--- src/rtl/conv_fold_pkg.sv ---
// Shared types, default geometry and helper functions for the folded
// convolution address generator.
package conv_fold_pkg;

  typedef enum logic [1:0] {
    ST_IDLE,
    ST_RUN,
    ST_DRAIN
  } fold_state_e;

  localparam int unsigned DEF_IMG_W    = 7;
  localparam int unsigned DEF_IMG_H    = 7;
  localparam int unsigned DEF_K        = 5;
  localparam int unsigned DEF_STRIDE   = 1;
  localparam int unsigned DEF_NUM_KER  = 2;
  localparam int unsigned DEF_FA_W     = 6;
  localparam int unsigned DEF_WA_W     = 6;
  localparam int unsigned DEF_PIPE_LAT = 2;

  // Output-map width; trailing columns that do not fit a full window are dropped.
  function automatic int unsigned out_w(input int unsigned img_w,
                                        input int unsigned k,
                                        input int unsigned stride);
    return (img_w - k) / stride + 1;
  endfunction

  function automatic int unsigned out_h(input int unsigned img_h,
                                        input int unsigned k,
                                        input int unsigned stride);
    return (img_h - k) / stride + 1;
  endfunction

  // Counter/select width with a floor of one bit.
  function automatic int unsigned cnt_w(input int unsigned n);
    return (n > 1) ? $clog2(n) : 1;
  endfunction

endpackage

--- src/rtl/fold_win_counter.sv ---
// Nested sweep counter: kc (innermost), kr, oc, or (outermost), with wrap
// flags describing the tap currently held in the counters.
module fold_win_counter
  import conv_fold_pkg::*;
#(
  parameter int unsigned K  = DEF_K,
  parameter int unsigned OW = 3,
  parameter int unsigned OH = 3
) (
  input  logic clk,
  input  logic rst_n,
  input  logic clr_i,
  input  logic en_i,
  output logic kc_wrap_o,
  output logic kr_wrap_o,
  output logic oc_wrap_o,
  output logic tap_first_o,
  output logic last_o
);

  localparam int unsigned KW  = cnt_w(K);
  localparam int unsigned OWW = cnt_w(OW);
  localparam int unsigned OHW = cnt_w(OH);

  logic [KW-1:0]  kc_q, kc_d;
  logic [KW-1:0]  kr_q, kr_d;
  logic [OWW-1:0] oc_q, oc_d;
  logic [OHW-1:0] or_q, or_d;
  logic           or_wrap;

  assign kc_wrap_o   = (kc_q == KW'(K - 1));
  assign kr_wrap_o   = (kr_q == KW'(K - 1));
  assign oc_wrap_o   = (oc_q == OWW'(OW - 1));
  assign or_wrap     = (or_q == OHW'(OH - 1));
  assign tap_first_o = (kc_q == '0) && (kr_q == '0);
  assign last_o      = kc_wrap_o && kr_wrap_o && oc_wrap_o && or_wrap;

  always_comb begin
    kc_d = kc_q;
    kr_d = kr_q;
    oc_d = oc_q;
    or_d = or_q;
    if (clr_i) begin
      kc_d = '0;
      kr_d = '0;
      oc_d = '0;
      or_d = '0;
    end else if (en_i) begin
      if (!kc_wrap_o) begin
        kc_d = kc_q + KW'(1);
      end else begin
        kc_d = '0;
        if (!kr_wrap_o) begin
          kr_d = kr_q + KW'(1);
        end else begin
          kr_d = '0;
          if (!oc_wrap_o) begin
            oc_d = oc_q + OWW'(1);
          end else begin
            oc_d = '0;
            or_d = or_wrap ? '0 : or_q + OHW'(1);
          end
        end
      end
    end
  end

  always_ff @(posedge clk or negedge rst_n) begin
    if (!rst_n) begin
      kc_q <= '0;
      kr_q <= '0;
      oc_q <= '0;
      or_q <= '0;
    end else begin
      kc_q <= kc_d;
      kr_q <= kr_d;
      oc_q <= oc_d;
      or_q <= or_d;
    end
  end

endmodule

--- src/rtl/conv_fold_addr_gen.sv ---
// Address/control generator sweeping a KxK window over the feature map,
// one fmap/weight address pair per cycle, with aligned MAC strobes.
module conv_fold_addr_gen
  import conv_fold_pkg::*;
#(
  parameter int unsigned IMG_W    = DEF_IMG_W,
  parameter int unsigned IMG_H    = DEF_IMG_H,
  parameter int unsigned K        = DEF_K,
  parameter int unsigned STRIDE   = DEF_STRIDE,
  parameter int unsigned NUM_KER  = DEF_NUM_KER,
  parameter int unsigned FA_W     = DEF_FA_W,
  parameter int unsigned WA_W     = DEF_WA_W,
  parameter int unsigned PIPE_LAT = DEF_PIPE_LAT
) (
  input  logic                        clk,
  input  logic                        rst_n,
  input  logic                        start,
  input  logic [cnt_w(NUM_KER)-1:0]   ker_sel,
  input  logic                        hold,
  output logic                        busy,
  output logic                        done,
  output logic                        cs,
  output logic                        we,
  output logic [FA_W-1:0]             addr_fmaps,
  output logic [WA_W-1:0]             addr_weight,
  output logic                        worken,
  output logic                        acc_clr,
  output logic                        outputen
);

  localparam int unsigned OW   = out_w(IMG_W, K, STRIDE);
  localparam int unsigned OH   = out_h(IMG_H, K, STRIDE);
  localparam int unsigned KS_W = cnt_w(NUM_KER);

  localparam logic [FA_W-1:0] ROW_STEP  = FA_W'(IMG_W);
  localparam logic [FA_W-1:0] COL_STEP  = FA_W'(STRIDE);
  localparam logic [FA_W-1:0] LINE_STEP = FA_W'(STRIDE * IMG_W);
  localparam logic [WA_W-1:0] WROW_STEP = WA_W'(K);

  fold_state_e state_q, state_d;

  logic [FA_W-1:0] line_q, line_d;
  logic [FA_W-1:0] win_q, win_d;
  logic [FA_W-1:0] row_q, row_d;
  logic [FA_W-1:0] addr_f_q, addr_f_d;
  logic [WA_W-1:0] wt_base_q, wt_base_d;
  logic [WA_W-1:0] wrow_q, wrow_d;
  logic [WA_W-1:0] addr_w_q, addr_w_d;
  logic            cs_q, cs_d;
  logic            done_q, done_d;

  logic [PIPE_LAT-1:0] dl_cs_q, dl_cs_d;
  logic [PIPE_LAT-1:0] dl_first_q, dl_first_d;
  logic [PIPE_LAT-1:0] dl_last_q, dl_last_d;

  logic            cnt_clr, cnt_en;
  logic            kc_wrap, kr_wrap, oc_wrap, tap_first, last_tap;
  logic [WA_W-1:0] ker_base;
  logic [FA_W-1:0] win_nxt, line_nxt;

  fold_win_counter #(
    .K  (K),
    .OW (OW),
    .OH (OH)
  ) u_win_cnt (
    .clk         (clk),
    .rst_n       (rst_n),
    .clr_i       (cnt_clr),
    .en_i        (cnt_en),
    .kc_wrap_o   (kc_wrap),
    .kr_wrap_o   (kr_wrap),
    .oc_wrap_o   (oc_wrap),
    .tap_first_o (tap_first),
    .last_o      (last_tap)
  );

  // Kernel base selected from a constant table rather than ker_sel*K*K.
  always_comb begin
    ker_base = '0;
    for (int unsigned i = 0; i < NUM_KER; i++) begin
      if (ker_sel == KS_W'(i)) ker_base = WA_W'(i * K * K);
    end
  end

  assign win_nxt  = win_q + COL_STEP;
  assign line_nxt = line_q + LINE_STEP;

  // Delay line is fed from the registered cs so strobes track hold bubbles.
  always_comb begin
    dl_cs_d       = dl_cs_q;
    dl_first_d    = dl_first_q;
    dl_last_d     = dl_last_q;
    dl_cs_d[0]    = cs_q;
    dl_first_d[0] = cs_q && tap_first;
    dl_last_d[0]  = cs_q && kc_wrap && kr_wrap;
    for (int unsigned i = 1; i < PIPE_LAT; i++) begin
      dl_cs_d[i]    = dl_cs_q[i-1];
      dl_first_d[i] = dl_first_q[i-1];
      dl_last_d[i]  = dl_last_q[i-1];
    end
  end

  always_comb begin
    state_d   = state_q;
    line_d    = line_q;
    win_d     = win_q;
    row_d     = row_q;
    addr_f_d  = addr_f_q;
    wt_base_d = wt_base_q;
    wrow_d    = wrow_q;
    addr_w_d  = addr_w_q;
    cs_d      = 1'b0;
    done_d    = 1'b0;
    cnt_clr   = 1'b0;
    cnt_en    = 1'b0;
    unique case (state_q)
      ST_IDLE: begin
        // done_q blocks a restart in the very cycle done is reported.
        if (start && !done_q) begin
          state_d   = ST_RUN;
          cnt_clr   = 1'b1;
          line_d    = '0;
          win_d     = '0;
          row_d     = '0;
          addr_f_d  = '0;
          wt_base_d = ker_base;
          wrow_d    = ker_base;
          addr_w_d  = ker_base;
          cs_d      = 1'b1;
        end
      end
      ST_RUN: begin
        if (!hold) begin
          if (last_tap) begin
            state_d = ST_DRAIN;
          end else begin
            cnt_en = 1'b1;
            cs_d   = 1'b1;
            if (!kc_wrap) begin
              addr_f_d = addr_f_q + FA_W'(1);
              addr_w_d = addr_w_q + WA_W'(1);
            end else if (!kr_wrap) begin
              row_d    = row_q + ROW_STEP;
              addr_f_d = row_q + ROW_STEP;
              wrow_d   = wrow_q + WROW_STEP;
              addr_w_d = wrow_q + WROW_STEP;
            end else begin
              wrow_d   = wt_base_q;
              addr_w_d = wt_base_q;
              if (!oc_wrap) begin
                win_d    = win_nxt;
                row_d    = win_nxt;
                addr_f_d = win_nxt;
              end else begin
                line_d   = line_nxt;
                win_d    = line_nxt;
                row_d    = line_nxt;
                addr_f_d = line_nxt;
              end
            end
          end
        end
      end
      ST_DRAIN: begin
        if (dl_cs_d == '0) begin
          state_d = ST_IDLE;
          done_d  = 1'b1;
        end
      end
      default: state_d = ST_IDLE;
    endcase
  end

  always_ff @(posedge clk or negedge rst_n) begin
    if (!rst_n) begin
      state_q    <= ST_IDLE;
      line_q     <= '0;
      win_q      <= '0;
      row_q      <= '0;
      addr_f_q   <= '0;
      wt_base_q  <= '0;
      wrow_q     <= '0;
      addr_w_q   <= '0;
      cs_q       <= 1'b0;
      done_q     <= 1'b0;
      dl_cs_q    <= '0;
      dl_first_q <= '0;
      dl_last_q  <= '0;
    end else begin
      state_q    <= state_d;
      line_q     <= line_d;
      win_q      <= win_d;
      row_q      <= row_d;
      addr_f_q   <= addr_f_d;
      wt_base_q  <= wt_base_d;
      wrow_q     <= wrow_d;
      addr_w_q   <= addr_w_d;
      cs_q       <= cs_d;
      done_q     <= done_d;
      dl_cs_q    <= dl_cs_d;
      dl_first_q <= dl_first_d;
      dl_last_q  <= dl_last_d;
    end
  end

  assign busy        = (state_q != ST_IDLE);
  assign done        = done_q;
  assign cs          = cs_q;
  assign we          = 1'b0;
  assign addr_fmaps  = addr_f_q;
  assign addr_weight = addr_w_q;
  assign worken      = dl_cs_q[PIPE_LAT-1];
  assign acc_clr     = dl_first_q[PIPE_LAT-1];
  assign outputen    = dl_last_q[PIPE_LAT-1];

endmodule

--- config.mk ---
export PLATFORM = sky130hd
export DESIGN_NAME = conv_fold_addr_gen
export DESIGN_NICKNAME = d
export VERILOG_FILES = /design/src/rtl/conv_fold_pkg.sv /design/src/rtl/fold_win_counter.sv /design/src/rtl/conv_fold_addr_gen.sv
export SDC_FILE = /design/constraint.sdc
export NUM_CORES = 1
export LEC_CHECK = 0
export BUFFER_PORTS_ARGS = -buffer_cell sky130_fd_sc_hd__buf_2
export CAP_MARGIN = 40
export CORE_AREA = 2 2 81 83
export DETAILED_ROUTE_END_ITERATION = 10
export DIE_AREA = 0 0 83 85
export PLACE_DENSITY = 0.74
export SYNTH_ARGS = -nofsm -noshare
export SYNTH_HDL_FRONTEND = slang
export SYNTH_HIERARCHICAL = 1
export SYNTH_SLANG_ARGS = --single-unit
--- constraint.sdc ---
create_clock -name clk -period 2.3 [get_ports clk]
set_clock_uncertainty 0.05 [all_clocks]
set_input_delay 0.69 -clock clk [delete_from_list [all_inputs] [get_ports clk]]
set_output_delay 0.69 -clock clk [all_outputs]
set_load 0.005 [all_outputs]
# Yosys cells after proc, flatten, opt, wreduce, memory -nomap -nowiden
# Index checks and enable logic that the tools add are counted.
# word_totals
latchBits,0
ff_bits,62
input_bits,5
ram_bits,0
mem_bits_ro,0
output_inout_bits,19
n_memories,0
# classes
n_mux,64
n_eq_ne,14
n_div,0
shifts,0
n_reduce_logical,28
n_bitwise,0
n_lt_le_gt_ge,0
add_sub_neg,10
multipliers,0
# op_table
op,count
two-way mux 6 bit,26
one-hot mux 6 bit (2 select lines),6
two-way mux 2 bit,15
two-way mux 3 bit,7
adder 6 x 1 -> 6 bit (second input constant),3
adder 6 x 3 -> 6 bit (second input constant),3
!= test 2 bit (second input constant),8
AND reduction 4 bit,3
nonzero test 2 bit,6
logical AND 1 bit,8
two-way mux 1 bit,7
AND reduction 7 bit,1
adder 3 x 1 -> 3 bit (second input constant),2
equality test 2 bit (second input constant),3
equality test 3 bit (second input constant),2
zero test 3 bit,2
one-hot mux 2 bit (3 select lines),1
AND reduction 6 bit,1
two-way mux 5 bit,1
AND reduction 5 bit,1
adder 2 x 1 -> 2 bit (second input constant),2
zero test 2 bit,2
AND reduction 2 bit,2
AND reduction 3 bit,1
3 further kinds,3

# Longest topological paths before layout
# Gate-level depths: netlist of the first run.
# depth
ltp_word,9
ltp_mapped,10
ltp_nobuf,9

# Modules after synthesis
# The synthesis of the first run kept the hierarchy.
# modules_own_cells
mod,area_each_um2,seq_area_each_um2,cells_each,instances
conv_fold_addr_gen,2658.8,1176.1,287,1
fold_win_counter,579.3,250.2,62,1

# Worst setup path after synthesis of the first run
# No wires, ideal clock.
# synth_path
path_kind,flip-flop to flip-flop
from,register u_win_cnt.kc_q[0]
to,register u_win_cnt.or_q[1]
setup_slack_ns,-0.189
arrival_ns,2.361
path_stages_with_launch,11
required_ns,2.172
setup_time_ns,0.078
synth_period_minus_slack_ns,2.489
path_cell_list,dfrtp_1 inv_1 ha_1 nand2_1 nor4b_1 or4b_1 buf_2 inv_1 nand3_2 or4_1 a21oi_1
# synth_via
elab_chain_len,9
# synth_lines
element,line_no,text
start: declaration,fold_win_counter.sv:25,"logic [KW-1:0] kc_q, kc_d;"
start signal: assignment,fold_win_counter.sv:75,kc_q <= kc_d;
equality test 3 bit,fold_win_counter.sv:31,assign kc_wrap_o = (kc_q == KW'(K - 1));
logical AND 1 bit (3 in series),fold_win_counter.sv:36,assign last_o = kc_wrap_o && kr_wrap_o && oc_wrap_o && or_wrap;
net last_tap,conv_fold_addr_gen.sv:57,"logic kc_wrap, kr_wrap, oc_wrap, tap_first, last_tap;"
two-way mux 1 bit,conv_fold_addr_gen.sv:134,if (last_tap) begin
two-way mux 1 bit,conv_fold_addr_gen.sv:133,if (!hold) begin
two-way mux 1 bit,conv_fold_addr_gen.sv:116,unique case (state_q)
net cnt_en,conv_fold_addr_gen.sv:56,"logic cnt_clr, cnt_en;"
nonzero test 2 bit (no source line),--,
AND reduction 4 bit (no source line),--,
end signal: assignment,fold_win_counter.sv:78,or_q <= or_d;
end: declaration,fold_win_counter.sv:28,"logic [OHW-1:0] or_q, or_d;"
# The timed path passes the listed nets, and every way through them passes these cells.
# A chain may end at the register's enable or synchronous reset.

# Worst setup path in the final report of the first run
# layout_path
from,register u_win_cnt.kr_q[1]
to,register u_win_cnt.or_q[0]
# layout_via
elab_chain_len,9
# layout_lines
element,line_no,text
start: declaration,fold_win_counter.sv:26,"logic [KW-1:0] kr_q, kr_d;"
start signal: assignment,fold_win_counter.sv:76,kr_q <= kr_d;
equality test 3 bit,fold_win_counter.sv:32,assign kr_wrap_o = (kr_q == KW'(K - 1));
logical AND 1 bit (3 in series),fold_win_counter.sv:36,
net last_tap,conv_fold_addr_gen.sv:57,
two-way mux 1 bit,conv_fold_addr_gen.sv:134,
two-way mux 1 bit,conv_fold_addr_gen.sv:133,
two-way mux 1 bit,conv_fold_addr_gen.sv:116,
net cnt_en,conv_fold_addr_gen.sv:56,
nonzero test 2 bit (no source line),--,
AND reduction 4 bit (no source line),--,
# The timed path passes the listed nets, and every way through them passes these cells.

==> results by group, run 1 <==
CTS
  • Later-pin clock latency in the skew report: 0.35 ns
  • CTS Buffer Depth: 2
  • Number of buffers inserted during clock tree synthesis: 9
  • Clock H-tree levels: 3
  • Reg clk slew, reported paths: 0.06 ns
  • Number of clock sinks: 57
  • # hold bufs at CTS: 0
  • CTS root buf: sky130_fd_sc_hd__clkbuf_8
  • Clock tree from TritonCTS: done

Critical path
  • Maximum fanout along the worst path: 6
  • Crit path DAT: 2.43 ns
  • Worst Setup End Kind: flip-flop
  • Element type at the critical path start: flip-flop
  • Worst setup path category: flip-flop to flip-flop
  • Register-to-register path setup slack: 0.09 ns
  • Required @ worst endpoint: 2.53 ns

Synthesis
  • Syn. warnings: 6
  • Number of register bits inferred by synthesis: 57
  • Post-synth top flop: sky130_fd_sc_hd__dfrtp_1
  • Post-Syn Instances: 349
  • Post-synthesis share of cell area spent on and, or, nand and nor gates: 24.2%
  • Compound-Gate Fraction of Synth Area: 18.0%
  • Synth Area in XOR/XNOR: 2.43%
  • Combined area of all synthesized cells: 0.00324 mm^2
  • Number of different library cells in the post-synthesis netlist: 60
  • Count of flip-flops with a built-in enable after synthesis: 0
  • Mux share of post-synthesis cell area: 2.86%
  • Sequential-to-total area share from yosys stat: 44.0%
  • Synth Area in Adders: 3.86%
  • FFs w/ async S/R, synth: 100%
  • Main combinational cell family by area after synthesis: simple AND/OR/NAND/NOR gates
  • Mean instance size in the synthesized netlist: 9.28 um^2
  • Number of nets in the synthesized netlist: 364

Finish
  • Antenna diode instance count: 0
  • Post-layout nets: 418
  • Layout Cells excl Fill: 484
  • Post-route standard cell area excluding fillers: 0.00391 mm^2
  • Number of filler cells placed in the layout: 496
  • Most frequent cells in the layout: 57 x sky130_fd_sc_hd__dfrtp_1, 34 x sky130_fd_sc_hd__nand2_1, 34 x sky130_fd_sc_hd__buf_4, 22 x sky130_fd_sc_hd__o21ai_0, 22 x sky130_fd_sc_hd__buf_2
  • Area Overhead vs Synth: 20.6%
  • Storage cell area: 0.00143 mm^2
  • Multi-input combinational cell area: 0.00173 mm^2
  • Most common cell after layout, fill and taps aside: sky130_fd_sc_hd__dfrtp_1
  • Share of final-layout standard cells stronger than drive strength 1: 24.6%

Power and ir drop
  • Pwr Density: 973 mW/mm^2
  • Power after layout: 3800 uW
  • Maximum VDD drop: 0.000638 V
  • Clock network fraction of total power: 23.3%
  • Net switching power of the design: 1360 uW
  • Share of total power in sequential cells: 39.8%
  • Portion of total power attributed to combinational logic: 36.9%
  • Cell-internal power: 2440 uW
  • Fraction of power spent switching nets: 35.9%
  • Leakage power of the design: 0.00185 uW

Drt
  • First-pass DRT Iterations: 4
  • Wire length reported by the detailed router: 7800 um
  • Initial drt markers: 179
  • Antenna Nets Post-Route: 0
  • Via Count: 2772
  • Mean number of vias per cell: 5.73
  • Final routed wire length divided by cell count: 16.1 um
  • DRC violation count after routing: 0

STA
  • Fmax: 453 MHz
  • Worst-case headroom to the max-slew limit: 53.7%
  • Unrepaired setup endpoints after global routing: no
  • Post-layout minimum cycle time: 2.21 ns
  • Number of pins with negative max-slew slack in the final report: 0
  • Worst hold slack: 0.287 ns
  • Final hold violations: 0
  • Worst-Margin Slew: 0.686 ns
  • Final setup viols: 0
  • Period utilization: 95.9%

Placement
  • Post-Place Cells: 467
  • Placed inst area: 0.00367 mm^2
  • Final Wtd Congestion: 0.843
  • Count of input and output buffers: 22
  • Final HPWL from detailed placement: 5570 um

Die
  • Standard-cell rows: 29
  • Die Y-Extent: 85 um
  • Boundary pin count: 24
  • Horizontal extent of the die: 83 um
  • Initial cell density of the core: 52.2%
  • Die area: 0.00706 mm^2
  • Floorplan core area: 0.00620 mm^2

Global routing
  • Global route overflow: 0
  • Total GRT Usage: 23.5%
  • Via count of the first global-routing pass: 2715
  • Largest net degree at the start of global routing: 58
  • First-pass GRT wire length: 13200 um
  • Number of antenna violations at the first check in global routing: 0

Run status
  • Outcome: complete, no violations

Run
  • Maximum Capacitance Violations: 0

Hold path
  • Hold crit path type: primary input to asynchronous set/reset pin
synthesized netlist by cell type (all sizes together), types with 9 or more instances:
cell	number	area share [%]
o21ai	24	3.7
nor2b	10	1.9
nor3	11	1.7
nand3	19	3.1
a21oi	16	2.5
ha	10	3.9
nand2b	13	2.5
nand2	35	4.1
dfrtp	57	44
clkbuf	9	1.0
nor2	16	1.9
inv	21	2.4
and3	9	1.7
what timing repair did:
item / 4_1_cts / 5_1_grt
buffers inserted: 0 / 2
resized for setup: 2 / 14
cloned: 0 / 0
setup endpoints to repair: 12 / 36
pin swaps: 0 / 1
endpoints found under the hold margin: 0 / 0
through the flow:
stage / TNS, ns / utilization, % / setup slack (ns)
2_1_floorplan: 0 / - / 0.0325
3_3_place_gp: 0 / 59.1 / 0.0292
3_5_place_dp: -0.317 / 59.1 / -0.0501
4_1_cts: 0 / 62.1 / 0.0254
5_1_grt: 0 / 62.9 / 0.00762
6_report: 0 / 62.9 / 0.0944
critical path: stages (launching register included):
cell and delay (ns):
sky130_fd_sc_hd__dfrtp_1 0.39, sky130_fd_sc_hd__inv_2 0.06, sky130_fd_sc_hd__ha_4 0.16, sky130_fd_sc_hd__nand4b_4 0.10
sky130_fd_sc_hd__nor4b_4 0.06, sky130_fd_sc_hd__or4b_4 0.56, sky130_fd_sc_hd__inv_6 0.11, sky130_fd_sc_hd__nand3_4 0.10
sky130_fd_sc_hd__or4_4 0.43, sky130_fd_sc_hd__a21oi_2 0.12
worst paths after layout:
kind,end,start,cells after the start
setup / recovery,u_win_cnt/or_q[0],u_win_cnt/kr_q[1],9
hold / removal,addr_weight[3],rst_n,2
setup reg to reg,u_win_cnt/or_q[0],u_win_cnt/kr_q[1],9
hold reg to reg,dl_last_q[1],dl_last_q[0],0
max in group asynchronous,u_win_cnt/kr_q[0],rst_n,2
min in group clk,dl_last_q[1],dl_last_q[0],0
final cells by class:
class | count | share of cell area (%)
Inverter | 22 | 2.24
Timing Repair Buffer | 57 | 9.87
Clock inverter | 4 | 1.15
Multi-Input combinational cell | 256 | 44.4
Tap cell | 77 | 2.47
Sequential cell | 57 | 36.5
Clock buffer | 11 | 3.36
sequential cells by signal, indices dropped and copies added (netlist names), 2 cells and up:
signal,cells
dl_last_q,2
u_win_cnt/kc_q,3
addr_weight,6
state_q,2
wrow_q,6
u_win_cnt/oc_q,2
u_win_cnt/kr_q,3
line_q,6
u_win_cnt/or_q,2
dl_first_q,2
addr_fmaps,6
row_q,6
dl_cs_q,2
win_q,6
layer usage:
metal  routed length (um)  track usage, %  vias up
met3                  325            5.06       11
met4                  120            8.94        0
li1                     -               -     1368
met2                 3740            38.3       67
met1                 3610            31.0     1326
met5                    0               0        -
power by group through the flow:
stage	logic, uW	registers [uW]	clock network (uW)
2_1_floorplan	913	1480	0
4_1_cts	1350	1510	901
3_5_place_dp	1340	1530	0
6_report	1400	1510	884
5_1_grt	1570	1560	951
3_3_place_gp	1310	1510	0
logic make-up (layout without fill, tap and decap cells):
group                    count (synthesis)  count (layout)
buffers and inverters                   36              94
flip-flops                              57              57
AO/OA/AOI/OAI                           85              85
adder cells (fa/ha/maj)                 10              10
multiplexers                             9               9
other                                    1               1
AND/OR/NAND/NOR                        142             142
XOR/XNOR                                 9               9
(Power assumes the default switching activity.)
==> run 2, diff against run 1 <==
Settings changed: SYNTH_HIERARCHICAL 1 to unset.
==> results by group, run 2 <==
STA
  • Worst hold slack: 0.284 ns (-0.00295 ns)
  • Final hold violations: 0 (unchanged)
  • Final setup viols: 0 (unchanged)
  • Post-layout minimum cycle time: 2.09 ns (-0.117 ns)
  • Worst-case headroom to the max-slew limit: 46.1% (-7.5 points)
  • Unrepaired setup endpoints after global routing: no
  • Worst-Margin Slew: 0.800 ns (+0.113 ns)
  • Period utilization: 90.8% (-5.1 points)
  • Number of pins with negative max-slew slack in the final report: 0 (unchanged)
  • Fmax: 479 MHz (+5.6%)
  • Total Negative Setup Slacks: 0 ns (unchanged)

Placement
  • Final Wtd Congestion: 0.915 (+8.5%)
  • Post-Place Cells: 466 (-0.21%)
  • Count of input and output buffers: 22 (unchanged)
  • Final HPWL from detailed placement: 5650 um (+1.4%)

CTS
  • Later-pin clock latency in the skew report: 0.34 ns (about the same)
  • CTS Buffer Depth: 2 (unchanged)
  • Number of clock sinks: 57 (unchanged)
  • Clock H-tree levels: 3 (unchanged)
  • CTS root buf: sky130_fd_sc_hd__clkbuf_8
  • Reg clk slew, reported paths: 0.07 ns (about the same)
  • Resized Gates After CTS: 0 (-2)
  • # hold bufs at CTS: 0 (unchanged)
  • Number of buffers inserted by post-CTS setup repair: 0 (unchanged)
  • Number of buffers inserted during clock tree synthesis: 9 (unchanged)
  • Clock tree from TritonCTS: done

Die
  • Die area: 0.00706 mm^2 (unchanged)
  • Die Y-Extent: 85 um (unchanged)
  • Standard-cell rows: 29 (unchanged)
  • Initial cell density of the core: 52.1% (about the same)
  • Horizontal extent of the die: 83 um (unchanged)
  • Floorplan core area: 0.00620 mm^2 (unchanged)
  • Boundary pin count: 24 (unchanged)

Drt
  • Final routed wire length divided by cell count: 16.1 um (+0.23%)
  • Via Count: 2878 (+3.8%)
  • Antenna Nets Post-Route: 0 (unchanged)
  • Initial drt markers: 217 (+21%)
  • Mean number of vias per cell: 5.97 (+4.3%)
  • First-pass DRT Iterations: 4 (unchanged)
  • Wire length reported by the detailed router: 7780 um (-0.18%)
  • DRC violation count after routing: 0 (unchanged)

Finish
  • Layout Cells excl Fill: 482 (-0.41%)
  • Number of filler cells placed in the layout: 513 (+3.4%)
  • Storage cell area: 0.00143 mm^2 (unchanged)
  • Post-layout nets: 415 (-0.72%)
  • Antenna diode instance count: 0 (unchanged)
  • Most common cell after layout, fill and taps aside: sky130_fd_sc_hd__dfrtp_1
  • Most frequent cells in the layout: 57 x sky130_fd_sc_hd__dfrtp_1, 43 x sky130_fd_sc_hd__nand2_1, 36 x sky130_fd_sc_hd__o21ai_0, 28 x sky130_fd_sc_hd__nor2_1, 23 x sky130_fd_sc_hd__buf_4
  • Area Overhead vs Synth: 17.5%
  • Multi-input combinational cell area: 0.00169 mm^2 (-2.2%)
  • Share of final-layout standard cells stronger than drive strength 1: 18.3% (-6.3 points)

Global routing
  • Largest net degree at the start of global routing: 58 (unchanged)
  • Global route overflow: 0 (unchanged)
  • Fraction of met2 tracks used by global routing: 38.3% (-0.073 points)
  • Via count of the first global-routing pass: 2821 (+3.9%)
  • Busiest layer in global routing: met2
  • Number of antenna violations at the first check in global routing: 0 (unchanged)
  • Global routing met3 resource utilization: 3.50% (-1.6 points)
  • First-pass GRT wire length: 13500 um (+1.8%)
  • Total GRT Usage: 23.7% (+0.17 points)
  • Met1 routing resource usage after global routing: 31.7% (+0.76 points)

Synthesis
  • Number of nets in the synthesized netlist: 372 (+2.2%)
  • Most frequent cell after synthesis: sky130_fd_sc_hd__dfrtp_1
  • Synth top area share: 44.1% (about the same)
  • FFs w/ async S/R, synth: 100% (unchanged)
  • Syn. warnings: 0 (-6)
  • Post-synth top flop: sky130_fd_sc_hd__dfrtp_1
  • Count of flip-flops with a built-in enable after synthesis: 0 (unchanged)
  • Cell taking the most area after synthesis: sky130_fd_sc_hd__dfrtp_1
  • Mean instance size in the synthesized netlist: 9.06 um^2 (-2.3%)
  • Post-Syn Instances: 357 (+2.3%)
  • Sequential-to-total area share from yosys stat: 44.1% (about the same)
  • Number of different library cells in the post-synthesis netlist: 60 (unchanged)
  • Number of register bits inferred by synthesis: 57 (unchanged)
  • Ranking of synthesized cells by area: sky130_fd_sc_hd__dfrtp_1 44%, sky130_fd_sc_hd__o21ai_0 5.6%, sky130_fd_sc_hd__nand2_1 5.0%
  • Most frequent cells after synthesis: 57 x sky130_fd_sc_hd__dfrtp_1, 43 x sky130_fd_sc_hd__nand2_1, 36 x sky130_fd_sc_hd__o21ai_0
  • Combined area of all synthesized cells: 0.00324 mm^2 (about the same)

Critical path
  • Crit path DAT: 2.22 ns (-0.21 ns)
  • Slowest Stage Delay on Critical Path: 0.70 ns (+0.14 ns)
  • Series of cell instances along the critical path: inv_1 > ha_1 > nand4_1 > o21ai_0 > o221ai_1
  • Required @ worst endpoint: 2.43 ns (-0.10 ns)
  • Critical-path top delay cell: sky130_fd_sc_hd__o21ai_0
  • Worst setup path category: flip-flop to flip-flop
  • Maximum fanout along the worst path: 6 (unchanged)
  • Worst Setup End Kind: flip-flop
  • Element type at the critical path start: flip-flop

Power and ir drop
  • Leakage power of the design: 0.00169 uW (-8.7%)
  • Pwr Density: 1060 mW/mm^2 (+8.4%)
  • Maximum VDD drop: 0.000621 V (-2.7%)

Hold path
  • Hold crit path type: primary input to asynchronous set/reset pin

Run
  • Maximum Capacitance Violations: 0 (unchanged)

Run status
  • Outcome: complete, no violations
run 2: cell types whose count changed after synthesis, sizes merged, moves of 6 or more:
cell	before	now
o21ai	24	40
mux2i	7	1
xor2	4	12
nand2b	13	2
nand2	35	43
nand3	19	12
inv	21	14
nor2	16	30
and3	9	3
run 2: worst max-delay path, delay by kind of cell (launching register included):
family / cells / cell delay, ns
buf+inv: 1 / 0.09
fa+ha+maj: 1 / 0.26
simple gates: 1 / 0.20
compound gates: 2 / 0.94
flops: 1 / 0.40
run 2: layer usage:
metal  wire (um)  up-vias
met2        3750       71
met1        3580     1417
met3         303       15
met4         144        0
li1            -     1375
met5           0        -
run 2: cell families (layout without fill, tap and decap cells):
logic type,count (synthesis),after routing,share of synthesized area [%]
fa+ha+maj,10,10,3.87
other cells,1,1,0.116
compound gates,104,104,21.0
mux,1,1,0.309
buf+inv,28,76,3.75
flops,57,57,44.1
xor+xnor,18,18,4.87
simple gates,138,138,22.0
run 2: area by class of cell:
cell class / instances / share of cell area (%)
Multi-Input combinational cell: 272 / 44.6
Sequential cell: 57 / 37.5
Timing Repair Buffer: 46 / 7.96
Clock buffer: 12 / 4.08
Tap cell: 77 / 2.53
Clock inverter: 4 / 1.97
Inverter: 14 / 1.38
run 2: path summary, 6_finish.rpt:
path,start,endpoint,slack (ns),cells after the start
worst max-delay path,u_win_cnt.kr_q[0],addr_fmaps[3],0.21,5
worst min-delay path,rst_n,addr_weight[5],0.28,2
worst max register to register,u_win_cnt.kr_q[0],addr_fmaps[3],0.21,5
worst min register to register,dl_last_q[0],dl_last_q[1],0.30,0
max in group asynchronous,rst_n,addr_fmaps[2],1.65,2
min in group clk,dl_last_q[0],dl_last_q[1],0.30,0
run 2: report_power, final:
group | internal [uW] | switching, uW
clock | 669 | 407
sequential | 1270 | 288
combinational | 619 | 761
run 2: stage by stage:
stage               setup slack (ns)  util [%]  cell area (um^2)  power, uW
floorplan                      0.186         -              3240       2470
global placement              0.0509      57.6              3570       2890
detailed placement            0.0131      57.6              3570       2940
CTS                            0.212      61.3              3800       4030
global route                  0.0342      61.3              3800       4310
finish                         0.212      61.3              3800       4010
